--- src/rtl/uart_rx_pkg.sv ---
// -----------------------------------------------------------------------------
// uart_rx_pkg
// Shared definitions for the UART receive frame controller: FSM state
// encoding, the legal oversampling ratios, and the sample/vote offsets
// measured from the middle of a bit (P/2).
// No ports (package).
// -----------------------------------------------------------------------------
package uart_rx_pkg;

  typedef enum logic [2:0] {
    ST_IDLE   = 3'd0,
    ST_START  = 3'd1,
    ST_DATA   = 3'd2,
    ST_PARITY = 3'd3,
    ST_STOP   = 3'd4
  } rx_state_e;

  localparam logic [5:0] PRESCALE_8  = 6'd8;
  localparam logic [5:0] PRESCALE_16 = 6'd16;
  localparam logic [5:0] PRESCALE_32 = 6'd32;

  // Offsets relative to P/2 at which each in-bit event happens.
  localparam int SMP_FIRST_OFS = -1;
  localparam int SMP_MID_OFS   = 0;
  localparam int SMP_LAST_OFS  = 1;
  localparam int VOTE_OFS      = 2;
  localparam int PAR_CAP_OFS   = 3;

  // Edge-counter value at which an event with offset ofs occurs for ratio p.
  function automatic logic [5:0] edge_at(input logic [5:0] p, input int ofs);
    return 6'(int'(p >> 1) + ofs);
  endfunction

  // An unsupported ratio is coerced to 16 so the edge counter always has a
  // well-defined wrap point and the sample offsets stay inside the bit.
  function automatic logic [5:0] legal_prescale(input logic [5:0] p);
    case (p)
      PRESCALE_8, PRESCALE_16, PRESCALE_32: return p;
      default:                              return PRESCALE_16;
    endcase
  endfunction

endpackage

--- src/rtl/uart_rx_data_sampler.sv ---
// -----------------------------------------------------------------------------
// uart_rx_data_sampler
// Takes three samples of the serial line around the middle of each bit and
// forms their 2-of-3 majority.
//   clk, reset_n     : clock, asynchronous active-low reset
//   rx_i             : synchronized serial line
//   en_i             : high while a frame is being received
//   prescale_i       : latched oversampling ratio P
//   edge_cnt_i       : position inside the current bit, 0..P-1
//   vote_o           : majority of the three current samples (combinational)
//   sampled_bit_o    : registered vote, updated at P/2+2 and held
// -----------------------------------------------------------------------------
module uart_rx_data_sampler
  import uart_rx_pkg::*;
(
  input  logic       clk,
  input  logic       reset_n,
  input  logic       rx_i,
  input  logic       en_i,
  input  logic [5:0] prescale_i,
  input  logic [5:0] edge_cnt_i,
  output logic       vote_o,
  output logic       sampled_bit_o
);

  logic [2:0] smp_q, smp_d;
  logic       sampled_q, sampled_d;

  assign vote_o = (smp_q[0] & smp_q[1]) | (smp_q[0] & smp_q[2]) | (smp_q[1] & smp_q[2]);
  assign sampled_bit_o = sampled_q;

  always_comb begin
    // NOTE: every variable gets its hold value first, so no path through the
    // block leaves it unassigned and no latch is inferred.
    smp_d     = smp_q;
    sampled_d = sampled_q;
    if (en_i) begin
      if (edge_cnt_i == edge_at(prescale_i, SMP_FIRST_OFS)) smp_d[0] = rx_i;
      if (edge_cnt_i == edge_at(prescale_i, SMP_MID_OFS))   smp_d[1] = rx_i;
      if (edge_cnt_i == edge_at(prescale_i, SMP_LAST_OFS))  smp_d[2] = rx_i;
      if (edge_cnt_i == edge_at(prescale_i, VOTE_OFS))      sampled_d = vote_o;
    end
  end

  // Samples reset to the idle line level.
  always_ff @(posedge clk or negedge reset_n) begin
    if (!reset_n) begin
      smp_q     <= '1;
      sampled_q <= 1'b1;
    end else begin
      // NOTE: non-blocking so all registers update from pre-edge values.
      smp_q     <= smp_d;
      sampled_q <= sampled_d;
    end
  end

endmodule

--- src/rtl/uart_rx_frame_ctrl.sv ---
// -----------------------------------------------------------------------------
// uart_rx_frame_ctrl
// UART receive frame controller: detects the start edge, times each bit with
// an oversampling edge counter, deserializes DATA_WIDTH bits LSB first,
// handshakes with an external parity checker and reports the frame outcome.
//   clk, reset_n   : clock, asynchronous active-low reset
//   rx_in          : synchronized serial line, idle high
//   prescale       : oversampling ratio (8/16/32), latched at frame start
//   par_en         : frame carries a parity bit, latched at frame start
//   par_bit_error  : checker result, valid the cycle after par_chk_en
//   sampled_bit    : majority-voted value of the current bit
//   par_chk_en     : one-cycle enable to the parity checker
//   parallel_data  : last good frame's data
//   data_valid / par_error / stop_error : one-cycle frame-outcome pulses
// -----------------------------------------------------------------------------
module uart_rx_frame_ctrl
  import uart_rx_pkg::*;
#(
  parameter int DATA_WIDTH = 8
) (
  input  logic                  clk,
  input  logic                  reset_n,
  input  logic                  rx_in,
  input  logic [5:0]            prescale,
  input  logic                  par_en,
  input  logic                  par_bit_error,
  output logic                  sampled_bit,
  output logic                  par_chk_en,
  output logic [DATA_WIDTH-1:0] parallel_data,
  output logic                  data_valid,
  output logic                  par_error,
  output logic                  stop_error
);

  localparam int CW = (DATA_WIDTH > 1) ? $clog2(DATA_WIDTH) : 1;
  localparam logic [CW-1:0] LAST_BIT = CW'(DATA_WIDTH - 1);

  rx_state_e             state_q, state_d;
  logic [5:0]            edge_cnt_q, edge_cnt_d;
  logic [CW-1:0]         bit_cnt_q, bit_cnt_d;
  logic [5:0]            p_q, p_d;
  logic                  par_en_q, par_en_d;
  logic [DATA_WIDTH-1:0] shift_q, shift_d;
  logic                  par_flag_q, par_flag_d;
  logic [DATA_WIDTH-1:0] data_q, data_d;
  logic                  dv_q, dv_d, pe_q, pe_d, se_q, se_d;

  logic vote;
  logic at_last, at_vote, at_cap;

  assign at_last = (edge_cnt_q == p_q - 6'd1);
  assign at_vote = (edge_cnt_q == edge_at(p_q, VOTE_OFS));
  assign at_cap  = (edge_cnt_q == edge_at(p_q, PAR_CAP_OFS));

  uart_rx_data_sampler u_sampler (
    .clk           (clk),
    .reset_n       (reset_n),
    .rx_i          (rx_in),
    .en_i          (state_q != ST_IDLE),
    .prescale_i    (p_q),
    .edge_cnt_i    (edge_cnt_q),
    .vote_o        (vote),
    .sampled_bit_o (sampled_bit)
  );

  always_comb begin
    state_d    = state_q;
    edge_cnt_d = at_last ? 6'd0 : edge_cnt_q + 6'd1;
    bit_cnt_d  = bit_cnt_q;
    p_d        = p_q;
    par_en_d   = par_en_q;
    shift_d    = shift_q;
    par_flag_d = par_flag_q;
    data_d     = data_q;
    dv_d       = 1'b0;
    pe_d       = 1'b0;
    se_d       = 1'b0;
    par_chk_en = 1'b0;

    unique case (state_q)
      ST_IDLE: begin
        edge_cnt_d = 6'd0;
        bit_cnt_d  = '0;
        par_flag_d = 1'b0;
        p_d        = legal_prescale(prescale);
        par_en_d   = par_en;
        if (!rx_in) state_d = ST_START;
      end
      ST_START: begin
        // The vote for the start bit is registered by P/2+2, so it is stable here.
        if (at_last) state_d = sampled_bit ? ST_IDLE : ST_DATA;
      end
      ST_DATA: begin
        // The fresh vote is used directly; sampled_bit only updates on this edge.
        if (at_vote) shift_d = {vote, shift_q[DATA_WIDTH-1:1]};
        if (at_last) begin
          if (bit_cnt_q == LAST_BIT) begin
            bit_cnt_d = '0;
            state_d   = par_en_q ? ST_PARITY : ST_STOP;
          end else begin
            bit_cnt_d = bit_cnt_q + CW'(1);
          end
        end
      end
      ST_PARITY: begin
        if (at_vote) par_chk_en = 1'b1;
        if (at_cap)  par_flag_d = par_bit_error;
        if (at_last) state_d = ST_STOP;
      end
      ST_STOP: begin
        // Leave at mid-stop so a start edge half a bit later is not missed.
        if (at_vote) begin
          state_d    = ST_IDLE;
          edge_cnt_d = 6'd0;
          if (par_flag_q) begin
            pe_d = 1'b1;
          end else if (!vote) begin
            se_d = 1'b1;
          end else begin
            dv_d   = 1'b1;
            data_d = shift_q;
          end
        end
      end
      default: state_d = ST_IDLE;
    endcase
  end

  always_ff @(posedge clk or negedge reset_n) begin
    if (!reset_n) begin
      state_q    <= ST_IDLE;
      edge_cnt_q <= '0;
      bit_cnt_q  <= '0;
      p_q        <= PRESCALE_16;
      par_en_q   <= 1'b0;
      // NOTE: the shift register is small flop storage, not a RAM, so it can
      // and does take the reset like every other register.
      shift_q    <= '0;
      par_flag_q <= 1'b0;
      data_q     <= '0;
      dv_q       <= 1'b0;
      pe_q       <= 1'b0;
      se_q       <= 1'b0;
    end else begin
      state_q    <= state_d;
      edge_cnt_q <= edge_cnt_d;
      bit_cnt_q  <= bit_cnt_d;
      p_q        <= p_d;
      par_en_q   <= par_en_d;
      shift_q    <= shift_d;
      par_flag_q <= par_flag_d;
      data_q     <= data_d;
      dv_q       <= dv_d;
      pe_q       <= pe_d;
      se_q       <= se_d;
    end
  end

  assign parallel_data = data_q;
  assign data_valid    = dv_q;
  assign par_error     = pe_q;
  assign stop_error    = se_q;

endmodule

--- config.mk ---
export PLATFORM = sky130hd
export DESIGN_NAME = uart_rx_frame_ctrl
export DESIGN_NICKNAME = d
export VERILOG_FILES = /design/src/rtl/uart_rx_pkg.sv /design/src/rtl/uart_rx_data_sampler.sv /design/src/rtl/uart_rx_frame_ctrl.sv
export SDC_FILE = /design/constraint.sdc
export NUM_CORES = 1
export LEC_CHECK = 0
export CELL_PAD_IN_SITES_DETAIL_PLACEMENT = 1
export CELL_PAD_IN_SITES_GLOBAL_PLACEMENT = 1
export CORE_ASPECT_RATIO = 0.9
export CORE_MARGIN = 5
export CORE_UTILIZATION = 40
export CTS_CLUSTER_SIZE = 40
export DETAILED_ROUTE_END_ITERATION = 10
export DONT_BUFFER_PORTS = 1
export PLACE_DENSITY_LB_ADDON = 0.2
export SYNTH_ARGS = -nofsm -noshare
export SYNTH_HDL_FRONTEND = slang
export SYNTH_SLANG_ARGS = --single-unit
--- constraint.sdc ---
create_clock -name clk -period 3.3 [get_ports clk]
set_input_delay 0.495 -clock clk [delete_from_list [all_inputs] [get_ports clk]]
set_output_delay 0.495 -clock clk [all_outputs]
set_load 0.03 [all_outputs]
==> flow_summary.ini, run 1 <==
[outcome]
status = finished, final reports clean

[power_and_ir_drop]
ir_drop_v = 0.000179
leakagePower_nw = 1.20
fin_total_pwr_mw = 0.911
powerDensity_mw_per_mm2 = 324

[floorplan]
start_util_pct = 41.4
core-area_mm2 = 0.00618
die_y_um = 85.9
die-area_mm2 = 0.00810
ios = 24
placement_rows = 27
die_w_um = 94.3

[drt]
drc = 0
viasPerCell = 5.31
first_pass_iters = 4
wire_per_inst_um = 18.0
wirelength_mm = 6.26
ant_nets = 0
vias = 1843
drtIter0Drc = 52

[synth]
synth_edf_count = 0
ys_types = 49
synth_seq_cells = 43
yosys-top-cells-count = 38 x dfrtp_1, 20 x mux2_2, 20 x xnor2_1
yosysMostFrequentCell = dfrtp_1
avgSynthCellArea_um2 = 10.2
ys_seq_area_share_pct = 42.3
yosys-top-cells-area = dfrtp_1 37%, mux2_2 8.8%, xnor2_1 6.8%
netlist_area_mm2 = 0.00256
synthArstFlopShare_pct = 100
syn-num-nets = 274
synth_largest_area_cell = dfrtp_1
synth_top_cell_area_share_pct = 37.1
synthCells = 252
yosys_warnings = 0
synthFlopType = dfrtp_1

[place]
gp_congestion = 0.769
dp_slack_ns = 0.568
io_buffers = 0
dp_hpwl_mm = 4.53

[timing]
fin_crit_ns = 2.82
timing_hold_violations_final = 0
slew_headroom_pct = 61.2
clock.fmax_ghz = 0.354
rsz0062_at_grt = false
min_period_over_period_pct = 85.6
finalSetupTns_ns = 0
drv_slew = 0
setup_violations = 0
setup_slack_ns = 0.476
worst_pin_slew_ns = 0.580
fin_skew_ns = 0.0132
timing.hold.ws_ns = 0.0173

[cells_and_area]
syn2layout_area_growth_pct = 9.97
diodes = 0
final_nets = 281
drive_above_1_share_pct = 19.6

[clocking]
numCtsBuffers = 5
cts_root_buffer = clkbuf_8
clk_pin_slew_ns = 0.10
cts_tree = done
cts.sinks = 43
clk_latency_ns = 0.30
h-tree-depth = 2
clk_path_buf_depth = 2

[worst_setup_path]
endpoint_kind = primary output
setup.worst_path.start_class = flip-flop
worstPathMaxFanout = 9
cp_data_arrival_time_ns = 2.33
crit_type = reg2out
crit_required_ns = 2.80

[global_routing]
antenna_found_initial = 0
grt-ovfl-total = 0
grt_max_degree = 39
grt_pass1_vias = 1994
grt_first_pass_wirelength_mm = 10.4
grt.total_usage_pct = 16.6

[run]
cap_violations = 0

[min_path]
min_path_type = in2async
[power breakdown]
part,switching (mW),internal (mW)
clock,0.199,0.152
combinational,0.0143,0.00829
sequential,0.00551,0.532
[sequential cells by signal, indices dropped and copies added, names as in the netlist, 3 cells and up]
register and flops:
bit_cnt_q 3, state_q 3, shift_q 8, edge_cnt_q 6, parallel_data 8, p_q 6, u_sampler.smp_q 3
[cell families after synthesis]
family          synth area share (%)
compound gates                  9.29
fa+ha+maj                       5.77
buf+inv                         4.15
flops                           42.3
simple gates                    19.1
mux                             9.19
xor+xnor                        10.3
[worst max-delay path, stage by stage (launching register included)]
cell	delay, ns
dfrtp_1	0.47
inv_1	0.17
ha_1	0.34
xor2_1	0.15
nor3_1	0.32
o211ai_4	0.20
nor2_1	0.20
buf_4	0.19
[routing by layer]
| metal | global-route usage, % | wire, um | part of all wire (%) |
|---|---|---|---|
| met5 | 0 | 0 | 0 |
| met4 | 3.54 | 46 | 0.73 |
| met3 | 4.74 | 287 | 4.6 |
| met2 | 25.5 | 2780 | 44 |
| met1 | 23.3 | 3150 | 50 |
[worst paths after layout]
| check | depth (start not counted) | start | end | slack [ns] |
|---|---|---|---|---|
| worst max-delay path | 7 | p_q[2] | par_chk_en | 0.48 |
| worst min-delay path | 1 | reset_n | p_q[3] | 0.02 |
| worst max register to register | 8 | p_q[2] | parallel_data[1] | 0.56 |
| worst min register to register | 1 | shift_q[5] | shift_q[5] | 0.54 |
| max in group asynchronous | 1 | reset_n | u_sampler.smp_q[0] | 2.64 |
| min in group clk | 1 | prescale[5] | p_q[3] | 0.30 |
[what timing repair did]
item	CTS	global route
hold endpoints to repair	38	1
buffers inserted	0	0
hold buffers	1	2
setup endpoints to repair	0	0
resized for setup	0	0
[layout by cell type (no fill, tap or decap), types with 6 or more instances in the layout]
| cell type | netlist | layout |
|---|---|---|
| buf_4 | 1 | 11 |
| inv_1 | 10 | 10 |
| xnor2_1 | 20 | 20 |
| nor3_1 | 14 | 14 |
| nand3_1 | 12 | 12 |
| dfrtp_1 | 38 | 38 |
| o21ai_0 | 8 | 8 |
| ha_1 | 11 | 11 |
| mux2_2 | 20 | 20 |
| nand2b_1 | 6 | 6 |
| xor2_1 | 10 | 10 |
| nand2_1 | 14 | 14 |
| nor2_1 | 17 | 17 |
[per-stage QoR]
step	cells	area, um^2	utilization [%]
2_1_floorplan	252	2560	-
3_3_place_gp	336	2680	43.4
3_5_place_dp	336	2680	43.4
4_1_cts	345	2800	45.2
5_1_grt	347	2820	45.5
6_report	347	2820	45.5
[layout make-up]
| type | count | area (um^2) |
|---|---|---|
| clock buffers | 5 | 68.8 |
| inverters | 10 | 37.5 |
| well taps | 87 | 109 |
| multi-input cells | 185 | 1370 |
| flip-flops and latches | 43 | 1080 |
| fillers | 716 | 3370 |
| clock inverters | 3 | 23.8 |
| repair buffers | 14 | 123 |
Note: power is estimated with default switching activity, not from simulation.
==> run 2: changes to the inputs <==
--- a/config.mk
+++ b/config.mk
@@ -13,7 +13,9 @@
 export CTS_CLUSTER_SIZE = 40
 export DETAILED_ROUTE_END_ITERATION = 10
 export DONT_BUFFER_PORTS = 1
+export GPL_TIMING_DRIVEN = 0
 export PLACE_DENSITY_LB_ADDON = 0.2
+export SETUP_SLACK_MARGIN = 0.3
 export SYNTH_ARGS = -nofsm -noshare
 export SYNTH_HDL_FRONTEND = slang
 export SYNTH_SLANG_ARGS = --single-unit
==> flow_summary.ini, run 2 (synthesis results as in run 1) <==
[outcome]
status = finished, final reports clean

[global_routing]
antenna_found_initial = 0
grt-ovfl-total = 0
grt_use_met2_pct = 25.9
grt_first_pass_wirelength_mm = 10.2
grt-busiest-layer = met2
grt_util_met3_pct = 4.30
grt.total_usage_pct = 15.9
use_met1_pct = 21.8
grt_pass1_vias = 2043
grt_max_degree = 39

[worst_setup_path]
setup.worst_path.start_class = flip-flop
worstPathCellList = clkbuf_2 -> inv_1 -> ha_1 -> xor2_1 -> nor3_1 -> o211ai_4 -> nor2_4
r2r_start = p_q[2]
crit_required_ns = 2.80
worstPathMaxFanout = 10
cp_data_arrival_time_ns = 2.38
endpoint_kind = primary output
crit_type = reg2out
crit_buf_inv = 2
startpoint = p_q[3]
crit_family = simple AND/OR/NAND/NOR gates
crit_slowest_cell = dfrtp_1
cp_slowest_stage_delay_ns = 0.40

[timing]
min_period_over_period_pct = 87.2
timing.hold.ws_ns = 0.0338
setup_violations = 0
timing_hold_violations_final = 0
rsz0062_at_grt = true
drv_slew = 0
worst_pin_slew_ns = 0.747
clock.fmax_ghz = 0.348
fin_skew_ns = 0.00828
finalSetupTns_ns = 0
slew_headroom_pct = 49.7
fin_crit_ns = 2.88

[cells_and_area]
postLayoutCoreUtil_pct = 45.7
syn2layout_area_growth_pct = 10.3
post-route-cell-area_mm2 = 0.00282
post_layout_nonfiller_instances = 349
fill_cells = 708
layout.cells.most_common = dfrtp_1
final_cell_mix = 38 x dfrtp_1, 20 x xnor2_1, 20 x mux2_2
diodes = 0
drive_above_1_share_pct = 19.1
final_nets = 283

[power_and_ir_drop]
p_clk_share_pct = 37.9
p_int_mw = 0.690
powerDensity_mw_per_mm2 = 318
switching_power_mw = 0.208
power_frac_seq_pct = 59.8
leakagePower_nw = 1.19
power_frac_comb_pct = 2.2
swShare_pct = 23.1
ir_drop_v = 0.000206

[clocking]
clk_latency_ns = 0.29
clk_pin_slew_ns = 0.09
h-tree-depth = 2
cts_tree = done
numCtsBuffers = 5
clk_path_buf_depth = 2
cts.sinks = 43
cts_root_buffer = clkbuf_8

[drt]
vias = 1861
ant_nets = 0
wire_per_inst_um = 17.2
drtIter0Drc = 92
wirelength_mm = 6.02
drc = 0
first_pass_iters = 5
viasPerCell = 5.33

[place]
io_buffers = 0
dp_hpwl_mm = 4.44
placed_cell_area_mm2 = 0.00267
placedCellCount = 339
gp_congestion = 0.833

[floorplan]
die-area_mm2 = 0.00810
start_util_pct = 41.4
placement_rows = 27
die_y_um = 85.9
core-area_mm2 = 0.00618
die_w_um = 94.3
ios = 24

[min_path]
min_path_type = in2async

[run]
cap_violations = 0
-- run 2: area by class of cell --
cell class / count / area (um^2) / area share, %
buffer: 14 / 70.1 / 2.48
clock buffer: 5 / 68.8 / 2.44
clock inverter: 3 / 25.0 / 0.886
inverter: 10 / 37.5 / 1.33
multi-input combinational: 185 / 1390 / 49.3
sequential: 43 / 1080 / 38.3
tap: 87 / 109 / 3.85
timing repair buffer: 2 / 40.0 / 1.42
-- run 2: metrics by stage --
step | setup slack (ns) | power, mW
2_1_floorplan | 0.581 | 0.554
3_3_place_gp | 0.155 | 0.556
3_5_place_dp | 0.0807 | 0.556
4_1_cts | 0.0936 | 0.915
5_1_grt | 0.272 | 0.937
6_report | 0.424 | 0.898
-- run 2: metal layers --
layer  vias up  share of wire [%]
met5         -                  0
met2        32                 46
met3         6                4.5
li1        904                  -
met4         0               0.60
met1       919                 48
-- run 2: final timing paths --
check | endpoint | slack (ns) | cells past startpoint
max | par_chk_en | 0.42 | 7
min in group clk | p_q[3] | 0.31 | 1
max in group asynchronous | par_en_q | 3.07 | 1
min | u_sampler.smp_q[1] | 0.03 | 0
min reg2reg | shift_q[0] | 0.52 | 1
max reg2reg | bit_cnt_q[0] | 0.54 | 8
-- run 2: power groups by stage --
stage                     registers [mW]  clock network, mW  logic [mW]
after detailed placement           0.548                  0     0.00857
after global placement             0.548                  0     0.00791
after CTS                          0.538              0.356      0.0208
after floorplan                    0.547                  0     0.00722
after global routing               0.538              0.375      0.0234
final                              0.537              0.340      0.0201
-- run 2: what timing repair did --
item | in CTS | in global routing
setup buffers | 1 | 0
gates resized for setup | 2 | 4
gates cloned | 0 | 0
setup endpoints to repair | 27 | 26
endpoints found under the hold margin | 38 | 0
hold buffers | 1 | 0
pin swaps | 1 | 0
-- run 2: worst reg2reg max path: stages, from the launching register on --
cell      delay (ns)
dfrtp_1         0.49
inv_1           0.22
ha_1            0.27
nor4b_1         0.31
xnor2_1         0.13
nor4b_2         0.56
and2_1          0.27
buf_2           0.26
o211ai_1        0.13
==> run 3: changes to the inputs <==
--- a/config.mk
+++ b/config.mk
@@ -10,12 +10,15 @@
 export CORE_ASPECT_RATIO = 0.9
 export CORE_MARGIN = 5
 export CORE_UTILIZATION = 40
+export CTS_CLUSTER_DIAMETER = 120
 export CTS_CLUSTER_SIZE = 40
 export DETAILED_ROUTE_END_ITERATION = 10
 export DONT_BUFFER_PORTS = 1
 export GPL_TIMING_DRIVEN = 0
+export HOLD_SLACK_MARGIN = 0.15
 export PLACE_DENSITY_LB_ADDON = 0.2
 export SETUP_SLACK_MARGIN = 0.3
 export SYNTH_ARGS = -nofsm -noshare
 export SYNTH_HDL_FRONTEND = slang
 export SYNTH_SLANG_ARGS = --single-unit
+export TNS_END_PERCENT = 50
==> flow_summary.ini, run 3 (synthesis results as in run 1) <==
[drt]
viasPerCell = 5.33
wirelength_mm = 5.88
drc = 0
ant_nets = 0
vias = 1867
wire_per_inst_um = 16.8
drtIter0Drc = 80
first_pass_iters = 4

[power_and_ir_drop]
powerDensity_mw_per_mm2 = 317
fin_total_pwr_mw = 0.901
ir_drop_v = 0.000206
leakagePower_nw = 1.20

[global_routing]
grt_first_pass_wirelength_mm = 10.0
grt_pass1_vias = 2047
grt-ovfl-total = 0
grt.total_usage_pct = 15.7
grt_max_degree = 44
antenna_found_initial = 0

[timing]
slew_headroom_pct = 49.9
timing_hold_violations_final = 0
timing.hold.ws_ns = 0.310
setup_violations = 0
min_period_over_period_pct = 87.3
finalSetupTns_ns = 0
rsz0062_at_grt = true
worst_pin_slew_ns = 0.745
fin_skew_ns = 0.00797
clock.fmax_ghz = 0.347
drv_slew = 0
fin_crit_ns = 2.88

[worst_setup_path]
reg2reg_slack_ns = 0.54
setup.worst_path.start_class = flip-flop
endpoint_kind = primary output
crit_required_ns = 2.80
r2r_start = p_q[2]
r2r_cells = 8
critPathCapture = par_chk_en
worstPathMaxFanout = 10
timing.rr.end = bit_cnt_q[0]
startpoint = p_q[3]
cp_data_arrival_time_ns = 2.39
crit_type = reg2out

[cells_and_area]
layout.cells.most_common = dfrtp_1
final_cell_mix = 38 x dfrtp_1, 20 x xnor2_1, 20 x mux2_2
final_nets = 284
postLayoutCoreUtil_pct = 46.0
diodes = 0
syn2layout_area_growth_pct = 11.0
drive_above_1_share_pct = 19.0

[floorplan]
die_y_um = 85.9
die_w_um = 94.3
start_util_pct = 41.4
ios = 24
core-area_mm2 = 0.00618
die-area_mm2 = 0.00810
placement_rows = 27

[clocking]
numCtsBuffers = 5
clk_path_buf_depth = 2
cts.sinks = 43
clk_latency_ns = 0.29
cts_root_buffer = clkbuf_8
h-tree-depth = 2
cts_tree = done
clk_pin_slew_ns = 0.08

[place]
gp_congestion = 0.833
dp_hpwl_mm = 4.44
io_buffers = 0

[min_path]
min_path_type = in2reg

[outcome]
status = finished, final reports clean

[run]
cap_violations = 0
-- run 3: report_power, final --
part	internal, mW	total [mW]	switching (mW)
Sequential	0.532	0.537	0.00520
Clock	0.151	0.340	0.189
Combinational	0.00834	0.0235	0.0151
Total	0.692	0.901	0.209
-- run 3: area by class of cell --
type	instances	area, um^2
Inverter	10	37.5
Buffer	14	70.1
Timing Repair Buffer	3	57.6
Multi-Input combinational cell	185	1390
Tap cell	87	109
Fill cell	707	3340
Clock inverter	3	25.0
Sequential cell	43	1080
Clock buffer	5	68.8
-- run 3: worst min path at each step --
stage | start | to | slack (ns) | cells past startpoint
floorplan | reset_n | bit_cnt_q[0] | 0.20 | 0
global placement | reset_n | edge_cnt_q[3] | 0.20 | 0
detailed placement | reset_n | edge_cnt_q[3] | 0.20 | 0
CTS | prescale[5] | p_q[3] | 0.30 | 1
global route | prescale[5] | p_q[3] | 0.30 | 1
finish | prescale[5] | p_q[3] | 0.31 | 1
-- run 3: worst max-delay path, cell delays in order (launching register included) --
cell and delay [ns]:
dfrtp_1 0.40, clkbuf_2 0.26, inv_1 0.15, ha_1 0.31, xor2_1 0.14, nor3_1 0.32
o211ai_4 0.23, nor2_4 0.29
-- run 3: routing by layer --
metal  up-vias  track usage [%]  share of wire (%)
met4         0             2.36               0.48
met2        29             25.8                 47
met5         -                0                  0
met3         4             4.21                4.3
li1        905                -                  -
met1       929             21.1                 48
-- run 3: per-stage QoR --
| stage | instance area, um^2 | instances | worst slack, ns |
|---|---|---|---|
| 2_1_floorplan | 2560 | 252 | 0.581 |
| 5_1_grt | 2840 | 350 | 0.272 |
| 3_3_place_gp | 2670 | 339 | 0.155 |
| 4_1_cts | 2830 | 350 | 0.0936 |
| 3_5_place_dp | 2670 | 339 | 0.0807 |
| 6_report | 2840 | 350 | 0.420 |
-- run 3: repair_timing --
| item | in CTS | in global routing |
|---|---|---|
| pin swaps | 1 | 0 |
| setup buffers | 1 | 0 |
| hold endpoints to repair | 43 | 0 |
| endpoints found under the setup margin | 27 | 26 |
| hold buffers | 2 | 0 |
| resized for setup | 2 | 4 |
